File: config.mk
export PLATFORM = sky130hd
export DESIGN_NAME = adc_seq_capture
export DESIGN_NICKNAME = d
export VERILOG_FILES = /design/src/rtl/adc_seq_capture.sv
export SDC_FILE = /design/constraint.sdc
export NUM_CORES = 1
export LEC_CHECK = 0
export CORE_ASPECT_RATIO = 1.2
export CORE_MARGIN = 10
export CORE_UTILIZATION = 35
export DETAILED_ROUTE_END_ITERATION = 8
export HOLD_SLACK_MARGIN = 0.02
export SKIP_CTS_REPAIR_TIMING = 1
export SLEW_MARGIN = 20
export SYNTH_ARGS = -nofsm -noshare
export SYNTH_HDL_FRONTEND = slang
export SYNTH_SLANG_ARGS = --single-unit
export TNS_END_PERCENT = 50
File: constraint.sdc
create_clock -name clk -period 3.45 [get_ports clk]
set_clock_uncertainty 0.2 [all_clocks]
set_input_delay 0.5175 -clock clk [delete_from_list [all_inputs] [get_ports clk]]
set_output_delay 0.5175 -clock clk [all_outputs]
set_load 0.1 [all_outputs]
File: src/rtl/adc_seq_capture.sv
// rtl/adc_seq_capture.sv - LTC2308 multi-slot sequencer writing tagged results to capture RAM
module adc_seq_capture #(
  parameter int NUM_CH     = 8,
  parameter int ADDR_W     = 12,
  parameter int SCK_HALF   = 4,
  parameter int CONV_PULSE = 4,
  parameter int CONV_WAIT  = 264
) (
  input  logic                clk,
  input  logic                rst_n,
  output logic                adc_convst,
  output logic                adc_sck,
  output logic                adc_sdi,
  input  logic                adc_sdo,
  output logic [ADDR_W-1:0]   adc_ram_addr,
  output logic                adc_ram_we,
  output logic [31:0]         adc_ram_wr_data,
  input  logic [NUM_CH*6-1:0] slot_config,
  input  logic [3:0]          num_slots,
  input  logic [ADDR_W:0]     num_samples,
  input  logic                continuous,
  input  logic                start,
  input  logic                abort,
  output logic                busy,
  output logic                done
);

  localparam logic [15:0]     PULSE_LAST = 16'(CONV_PULSE - 1);
  localparam logic [15:0]     WAIT_LAST  = 16'(CONV_WAIT - 1);
  localparam logic [15:0]     HALF_LAST  = 16'(SCK_HALF - 1);
  localparam logic [3:0]      SLOT_MAX   = 4'(NUM_CH - 1);
  localparam logic [ADDR_W:0] ONE        = (ADDR_W+1)'(1);

  typedef enum logic [2:0] {S_IDLE, S_PULSE, S_WAIT, S_SHIFT, S_WRITE} state_t;
  state_t state, state_next;

  logic [15:0]         cnt;
  logic [15:0]         div_cnt;
  logic [4:0]          phase;
  logic [NUM_CH*6-1:0] cfg_lat;
  logic [3:0]          ns_lat;
  logic [ADDR_W:0]     samples_lat;
  logic [ADDR_W:0]     wcnt;
  logic                cont_lat;
  logic                abort_lat;
  logic                prime;
  logic [3:0]          cur_slot;
  logic [3:0]          prev_slot;
  logic [15:0]         tag;
  logic [11:0]         result;
  logic [5:0]          cfg_sr;
  logic [5:0]          cfg_cur;
  logic                half_end;
  logic                sck_rise;
  logic                sck_fall;
  logic                shift_end;
  logic                last_word;

  assign half_end  = (div_cnt == HALF_LAST);
  assign sck_rise  = (state == S_SHIFT) && !phase[0] && (div_cnt == 16'd0);
  assign sck_fall  = (state == S_SHIFT) && !phase[0] && half_end;
  assign shift_end = (state == S_SHIFT) && (phase == 5'd23) && half_end;
  assign last_word = !prime && !cont_lat && (wcnt == samples_lat - ONE);

  always_comb begin
    cfg_cur = '0;
    for (int k = 0; k < NUM_CH; k++) begin
      if (cur_slot == 4'(k)) cfg_cur = cfg_lat[6*k +: 6];
    end
  end

  always_ff @(posedge clk) begin
    if (!rst_n) state <= S_IDLE;
    else        state <= state_next;
  end

  always_comb begin
    state_next = state;
    case (state)
      S_IDLE:  if (start && !abort) state_next = S_PULSE;
      S_PULSE: if (cnt == PULSE_LAST) state_next = S_WAIT;
      S_WAIT:  if (cnt == WAIT_LAST) state_next = S_SHIFT;
      S_SHIFT: if (shift_end) state_next = S_WRITE;
      S_WRITE: state_next = (abort_lat || abort || last_word) ? S_IDLE : S_PULSE;
      default: state_next = S_IDLE;
    endcase
  end

  always_comb begin
    adc_convst      = (state == S_PULSE);
    adc_sck         = (state == S_SHIFT) && !phase[0];
    busy            = (state != S_IDLE);
    adc_ram_we      = (state == S_WRITE) && !prime;
    adc_ram_wr_data = adc_ram_we ? {tag, prev_slot, result} : 32'd0;
  end

  always_ff @(posedge clk) begin
    if (!rst_n) begin
      cnt          <= '0;
      div_cnt      <= '0;
      phase        <= '0;
      cfg_lat      <= '0;
      ns_lat       <= '0;
      samples_lat  <= '0;
      wcnt         <= '0;
      cont_lat     <= 1'b0;
      abort_lat    <= 1'b0;
      prime        <= 1'b0;
      cur_slot     <= '0;
      prev_slot    <= '0;
      tag          <= '0;
      result       <= '0;
      cfg_sr       <= '0;
      adc_sdi      <= 1'b0;
      adc_ram_addr <= '0;
      done         <= 1'b0;
    end else begin
      done <= (state != S_IDLE) && (state_next == S_IDLE);
      cnt  <= (state != state_next) ? 16'd0 : cnt + 16'd1;

      if (state == S_SHIFT) begin
        div_cnt <= half_end ? 16'd0 : div_cnt + 16'd1;
        if (half_end) phase <= phase + 5'd1;
      end else begin
        div_cnt <= '0;
        phase   <= '0;
      end

      if (state == S_IDLE && start && !abort) begin
        cfg_lat      <= slot_config;
        ns_lat       <= (num_slots > SLOT_MAX) ? SLOT_MAX : num_slots;
        samples_lat  <= (num_samples == '0) ? ONE : num_samples;
        cont_lat     <= continuous;
        abort_lat    <= 1'b0;
        prime        <= 1'b1;
        wcnt         <= '0;
        cur_slot     <= '0;
        prev_slot    <= '0;
        tag          <= '0;
        adc_ram_addr <= '0;
      end

      if (state != S_IDLE && abort) abort_lat <= 1'b1;

      // SDI leads SCK: MSB is presented before the first rise, later bits change on each fall
      if (state == S_PULSE && cnt == PULSE_LAST) begin
        adc_sdi <= cfg_cur[5];
        cfg_sr  <= {cfg_cur[4:0], 1'b0};
      end
      if (sck_fall) begin
        adc_sdi <= cfg_sr[5];
        cfg_sr  <= {cfg_sr[4:0], 1'b0};
      end

      if (sck_rise) result <= {result[10:0], adc_sdo};

      if (state == S_WRITE) begin
        prev_slot <= cur_slot;
        cur_slot  <= (cur_slot == ns_lat) ? 4'd0 : cur_slot + 4'd1;
        prime     <= 1'b0;
        if (!prime) begin
          adc_ram_addr <= adc_ram_addr + 1'b1;
          tag          <= tag + 16'd1;
          wcnt         <= wcnt + ONE;
        end
      end
    end
  end

endmodule
Word-level counts from Yosys, hierarchy flattened
Index checks and enable logic that the tools add are counted.

operators by class
  add/subtract/negate cells = 8
  magnitude comparators = 1
  equal/unequal tests = 18
  multiplexer cells = 36
  bitwise gates (word level) = 2
  reductions and logical operators = 33

operator list
  cell                   count
  $mux 6                 10
  $mux 13                4
  $add 16x1->16 const B  3
  $mux 16                3
  $mux 12                3
  $eq 16x2->1 const B    2
  $mux 32                1
  $mux 4                 5
  $eq 16x9->1 const B    1
  $eq 4x3->1 const B     4
  $logic_not 16->1       1
  $pmux 3 s5             1
  $logic_and 1x1->1      14
  $add 13x1->13 const B  1
  $eq 13x13->1           1
  $logic_not 13->1       1
  $sub 13x1->13 const B  1
  $add 12x1->12 const B  1
  $mux 3                 4
  $eq 4x2->1 const B     2
  $eq 3x2->1 const B     2
  $logic_not 3->1        2
  $reduce_bool 2->1      3
  $add 5x1->5 const B    1
  17 further kinds       27

storage, ports and cells
  flip-flop bits (word level) = 176
  bits of input ports = 71
  word-level logic and storage cells = 117

Depth between registers and ports, before layout
Gate-level depths: netlist of run 1.

  depth after elaboration = 11
  mapped depth = 11

Worst setup path before layout of run 1
OpenSTA, ideal clock, no wires.

  path type = register to register
  from = register state[0]
  to = register result[10]
  arrival time = 4.095 ns
  data required time = 3.134 ns
  slack = -0.961 ns
  stages on the path, launching flop included = 9
  buffers on the path = 3
  period minus slack after synthesis = 4.411 ns
  cell sequence = dfxtp_1 clkbuf_1 nand2b_1 nor3b_1 and3_1 clkbuf_1 buf_2 mux2i_1 nor2b_1

between the ends
  longest elaborated chain between the ends = 3

RTL lines
  item                    RTL line  source
  from (decl)             35        state_t state, state_next;
  from (signal assigned)  74        else state <= state_next;
  $eq 3x2->1              -
  $logic_and 1x1->1       -
  net adc_sck             12        output logic adc_sck,
  $logic_and 1x1->1       60        assign sck_rise = (state == S_SHIFT) && !phase[0] && (div_cnt == 16'd0);
  to (signal assigned)    155       if (sck_rise) result <= {result[10:0], adc_sdo};
  to (decl)               50        logic [11:0] result;

The timed path passes the listed nets, and every way through them passes these cells.
A chain may end at the register's enable or synchronous reset.

Final worst setup path of run 1
  from = register samples_lat[0]
  to = register cnt[1]

between the ends
  longest elaborated chain between the ends = 8

RTL lines
  item                              RTL line  source
  from (decl)                       42        logic [ADDR_W:0] samples_lat;
  from (signal assigned)            132       samples_lat <= (num_samples == '0) ? ONE : num_samples;
  $sub 13x1->13                     63        assign last_word = !prime && !cont_lat && (wcnt == samples_lat - ONE);
  $eq 13x13->1                      63
  $logic_and 1x1->1                 63
  $logic_or 1x1->1                  84        S_WRITE: state_next = (abort_lat || abort || last_word) ? S_IDLE : S_PULSE;
  $mux 1                            84
  $pmux 3 s5                        79        case (state)
  $ne 3x3->1                        119       cnt <= (state != state_next) ? 16'd0 : cnt + 16'd1;
  $reduce_or 2->1 (no source line)  -
  to (signal assigned)              119
  to (decl)                         37        logic [15:0] cnt;

No other way between the ends.

==> impl_metrics.toml, run 1 <==
[synth]
synth_area_leaders = "dfxtp_1 (41%), nand2_1 (8.1%), a21boi_0 (5.2%), and2_1 (3.8%), xor2_1 (3.4%)"
synth_ff_type = "dfxtp_1"
yosysMostFrequentCell = "nand2_1"
synth_top_area_share_pct = 40.8
async_reset_ff_share_pct = 0
synth_edf_count = 0
synth_nets = 1134
avgSynthCellArea_um2 = 8.22
netlist_top_cells_count = "nand2_1 (187), dfxtp_1 (176), nor2_1 (68)"
netlist.top_cell.by_area = "dfxtp_1"
ys_warn_count = 0
ys_types = 64
syn_inst = 1051
ys_seq_area_share_pct = 40.8
syn-cell-area_um2 = 8640
yosys_register_bits = 176

[layout]
num-nets-final = 1222
stdcell_area_um2 = 11000
antenna_cells = 0
area_growth_pct = 27.5
num-fill-cells = 2394
drive_gt1_share_pct = 10.6

[setup_path]
crit_slowest_cell = "dfxtp_1"
crit_type = "register to register"
worstPathRequired_ns = 3.59
worst-path-buf-inv = 1
arrival_ns = 3.06
ff2ff_path_depth = 9
end_kind = "register"
critPathTopFamily = "simple AND/OR/NAND/NOR gates"
setup.worst_path.start_class = "register"
r2r-start = "samples_lat[0]"
cp_num_cells = 9
r2r_setup_slack_ns = 0.54
crit_path_max_fanout = 16
reg2reg_to = "cnt[1]"
max_stage_delay_ns = 0.38
path_cells = "inv_1 -> ha_1 -> nor3b_2 -> nand3_1 -> or3_1 -> a221o_1 -> nor4_4 -> a31oi_4 -> nor3b_1"

[route]
wirelength_um = 21600
drcViolationCount = 0
drt_iter0_markers = 356
postRouteAntennaNets = 0
vias = 7292
wl_per_cell_um = 14.7
routed_via_density = 4.95
drtPass1Iterations = 5

[min_path]
hold_class = "register to register"
min_delay_path_depth = 2
holdCritStartpoint = "cfg_lat[43]"
holdPathEnd = "cfg_lat[43]"

[global_route]
grt_pass1_wl_um = 36100
grt_antenna_before_repair = 1
grt.total_usage_pct = 13.9
grt_remaining_overflow = 0
grt_max_degree = 88
grt_pass1_vias = 7244

[floorplanning]
die_x_um = 163
initial_core_util_pct = 35.8
dieArea_um2 = 31400
row_count = 62
core-area_um2 = 24100
die_h_um = 192
ios = 121

[flow_run]
cap_violations = 0

[place]
numPortBuffers = 120
postPlaceCellArea_um2 = 10400
gp_congestion = 0.801
dp_hpwl_um = 15600

[cts]
clkTransAtPathRegs_ns = 0.08
htree_levels = 4
cts-root-buf = "clkbuf_16"
cts_sinks = 176
cts_max_path_buffers = 2
numCtsBuffers = 17
insertion_delay_ns = 0.44
cts_tree = "done"

[timing]
hold_viol = 0
setup_viol = 0
fin_crit_sh_pct = 84.5
slew_headroom_pct = 43.9
rsz0062_at_grt = "no"
worst_slew_pin_slew_ns = 0.830
clock.fmax_mhz = 343
slew_viol_final = 0
tns_ns = 0
finalCriticalPeriod_ns = 2.91

[power]
p_per_area_nw_per_um2 = 401
peakVddDrop_mv = 0.247
p_total_mw = 4.42
leakagePower_nw = 3.95

[outcome]
status = "finished clean"
-- cells in the final DEF (no fill, tap or decap), drive strengths merged, types with 22 or more instances in the layout --
| cell | instances |
|---|---|
| nand2 | 188 |
| dfxtp | 176 |
| a21boi | 74 |
| clkdlybuf4s50 | 69 |
| nor2 | 68 |
| buf | 65 |
| and2 | 53 |
| nand3 | 43 |
| a21oi | 37 |
| o21ai | 37 |
| xor2 | 34 |
| nor3 | 30 |
| nor2b | 26 |
| inv | 24 |
| and3 | 22 |
-- state kept, by name, summed over array words and instances, names as in the netlist, 3 cells and up --
signal        cells
adc_ram_addr     12
cfg_lat          48
cfg_sr            5
cnt              16
cur_slot          4
div_cnt          16
ns_lat            4
phase             5
prev_slot         4
result           12
samples_lat      13
state             3
tag              16
wcnt             13
-- tightest hold or removal path, cell delays in order (launching register included) --
cell and delay, ns:
dfxtp_1 0.31, nand2_1 0.05, a21boi_1 0.05
-- worst max path at each step --
stage | to | slack [ns] | from
floorplan | adc_ram_wr_data[20] | -0.45 | state[0]
finish | cnt[1] | 0.54 | samples_lat[0]
global route | cnt[2] | 0.29 | samples_lat[0]
detailed placement | cnt[3] | 0.54 | abort
global placement | wcnt[2] | 0.52 | abort
CTS | cnt[1] | 0.51 | samples_lat[0]
-- kinds of logic (layout without fill, tap and decap cells) --
group	count (synthesis)	count (layout)	synth area share [%]
AND/OR/NAND/NOR	501	501	29.7
multiplexers	15	15	1.74
flip-flops	176	176	40.8
adder cells (fa/ha/maj)	12	12	1.74
AO/OA/AOI/OAI	210	210	16.7
buffers and inverters	83	184	3.87
XOR/XNOR	54	54	5.48
-- power by group --
part / internal (mW) / switching (mW)
Clock: 0.986 / 0.968
Combinational: 0.168 / 0.186
Sequential: 2.07 / 0.0365
-- metal layers --
| metal | wire length (µm) | vias to the layer above | GRT usage [%] |
|---|---|---|---|
| met5 | 13 | - | 0 |
| met4 | 285 | 2 | 4.51 |
| met3 | 597 | 19 | 2.61 |
| met2 | 11100 | 83 | 24.7 |
| met1 | 9590 | 3405 | 16.5 |
| li1 | - | 3783 | - |
-- metrics by stage --
step           hold WS [ns]  std cells  util (%)  setup WS [ns]
3_5_place_dp          0.249       1440      43.1          0.538
3_3_place_gp          0.243       1440      43.1          0.524
4_1_cts               0.260       1472      45.7          0.511
5_1_grt               0.271       1472      45.7          0.294
2_1_floorplan         0.235       1051         -         -0.450
6_report              0.259       1472      45.7          0.536
-- area by class of cell --
cell class              instances  area (µm²)  area share [%]
clock buffers                  17         425            3.86
flip-flops and latches        176        3520            32.0
clock inverters                15         189            1.72
well taps                     320         400            3.63
repair buffers                134        1620            14.7
multi-input cells             792        4790            43.5
inverters                      18        67.6           0.613
No activity file was read; power rests on OpenSTA's default activity.
==> inputs of run 2 (changes only) <==
- clock period: 3.45 -> 2.6 ns (I/O delays scaled with it)
==> run 2 against run 1 <==
Sequential power is 32% higher. Final cell count is 2.8% higher. Flip-flop and latch count stayed put. Count of clock-buffer cells in the layout stayed put. Largest cell class unchanged. Global-route usage is 0.20 points higher. Worst hold slack worse by 0.046 ns. Maximum frequency is 13% higher. Wire length is 2.0% higher.
==> impl_metrics.toml, run 2 (synthesized netlist as in run 1, its figures left out) <==
[route]
wl_per_cell_um = 14.6
drtPass1Iterations = 4
drt_iter0_markers = 371
wirelength_um = 22000
postRouteAntennaNets = 0
vias = 7465
drcViolationCount = 0
routed_via_density = 4.93

[min_path]
hold_class = "input pin to register"

[power]
p_switching_mw = 1.49
sw_frac_of_total_pct = 24.9
pwr-share-clk_pct = 43.6
peakVddDrop_mv = 0.431
p_int_mw = 4.50
leakagePower_nw = 4.26
p_seq_share_pct = 46.5
power_frac_comb_pct = 9.8
p_per_area_nw_per_um2 = 514

[setup_path]
end_kind = "register"
path_cells = "buf_6 -> nor4_4 -> nand2_2 -> or3_1 -> a221o_1 -> nor4_4 -> buf_4 -> a31oi_4 -> clkbuf_16 -> nor3_2"
max_stage_delay_ns = 0.39
arrival_ns = 2.74
crit_slowest_cell = "a221o_1"
crit_path_max_fanout = 8
path_common_cell = "nor4_4"
worstPathRequired_ns = 2.76
setup.worst_path.start_class = "register"
crit_type = "register to register"

[timing]
finalCriticalPeriod_ns = 2.58
clock.fmax_mhz = 388
slew_headroom_pct = 58.5
setup_viol = 0
rsz0062_at_grt = "yes"
fin_crit_sh_pct = 99.1
hold_ws_ns = 0.213
hold_viol = 0
worst_slew_pin_slew_ns = 0.623
slew_viol_final = 0
tns_ns = 0

[cts]
clkTransAtPathRegs_ns = 0.07
cts-root-buf = "clkbuf_16"
numCtsBuffers = 17
cts_sinks = 176
htree_levels = 4
cts_tree = "done"
insertion_delay_ns = 0.43
cts_max_path_buffers = 2

[global_route]
grt_pass1_vias = 7433
grt_max_degree = 130
grt_antenna_before_repair = 0
grt_pass1_wl_um = 36600
grt_remaining_overflow = 0
grt.total_usage_pct = 14.1

[layout]
antenna_cells = 0
final_cell_mix = "nand2_1 (187), dfxtp_1 (173), clkdlybuf4s50_1 (69)"
utilization_pct = 48.4
final_common_cell = "nand2_1"
num-nets-final = 1263
area_growth_pct = 35.1
regMostFlops = "cfg_lat"
largest_reg_flops = 48
drive_gt1_share_pct = 18.3
num-fill-cells = 2345

[floorplanning]
core-area_um2 = 24100
row_count = 62
die_h_um = 192
die_x_um = 163
ios = 121
initial_core_util_pct = 35.8
dieArea_um2 = 31400

[place]
gp_congestion = 0.824
dp_hpwl_um = 16000
numPortBuffers = 120

[outcome]
status = "finished clean"

[flow_run]
cap_violations = 0
run 2: worst max-delay path: cells and delay by family, from the launching register on:
family,cells,cell delay [ns]
simple gates,5,0.99
compound gates,2,0.51
buf+inv,3,0.49
flops,1,0.33
run 2: through the flow:
stage | instances | setup slack (ns) | power [mW] | area [µm²]
floorplan | 1051 | -0.0888 | 3.17 | 8820
CTS | 1511 | -0.129 | 6.05 | 11500
detailed placement | 1479 | -0.0365 | 3.41 | 10900
finish | 1513 | 0.0224 | 6.00 | 11700
global placement | 1479 | 0.0542 | 3.41 | 10900
global route | 1513 | -0.131 | 6.25 | 11700
run 2: final timing paths:
kind | startpoint | end | slack [ns] | cells after the start
worst max-delay path | samples_lat[0] | cnt[12] | 0.02 | 10
worst min register to register | cfg_lat[35] | cfg_lat[35] | 0.25 | 2
worst max register to register | samples_lat[0] | cnt[12] | 0.02 | 10
worst min-delay path | rst_n | phase[1] | 0.21 | 3
run 2: area by class of cell:
type | count | area [µm²] | area share (%)
timing repair buffer | 175 | 2030 | 17.4
inverter | 18 | 72.6 | 0.622
multi-input combinational | 792 | 5040 | 43.2
tap | 320 | 400 | 3.43
clock buffer | 17 | 425 | 3.65
sequential | 176 | 3530 | 30.2
clock inverter | 15 | 176 | 1.51
run 2: power by group through the flow:
stage | combinational [mW] | clock, mW | sequential (mW)
global placement | 0.556 | 0 | 2.85
detailed placement | 0.561 | 0 | 2.85
CTS | 0.564 | 2.69 | 2.79
floorplan | 0.319 | 0 | 2.85
finish | 0.590 | 2.62 | 2.79
global route | 0.649 | 2.80 | 2.80
run 2: per-layer routing:
layer | GRT usage [%] | vias up | part of all wire, %
met5 | 0 | - | 0
met4 | 3.61 | 0 | 0.93
met3 | 3.60 | 17 | 5.0
met2 | 24.1 | 134 | 49
met1 | 17.3 | 3438 | 45
li1 | - | 3876 | -
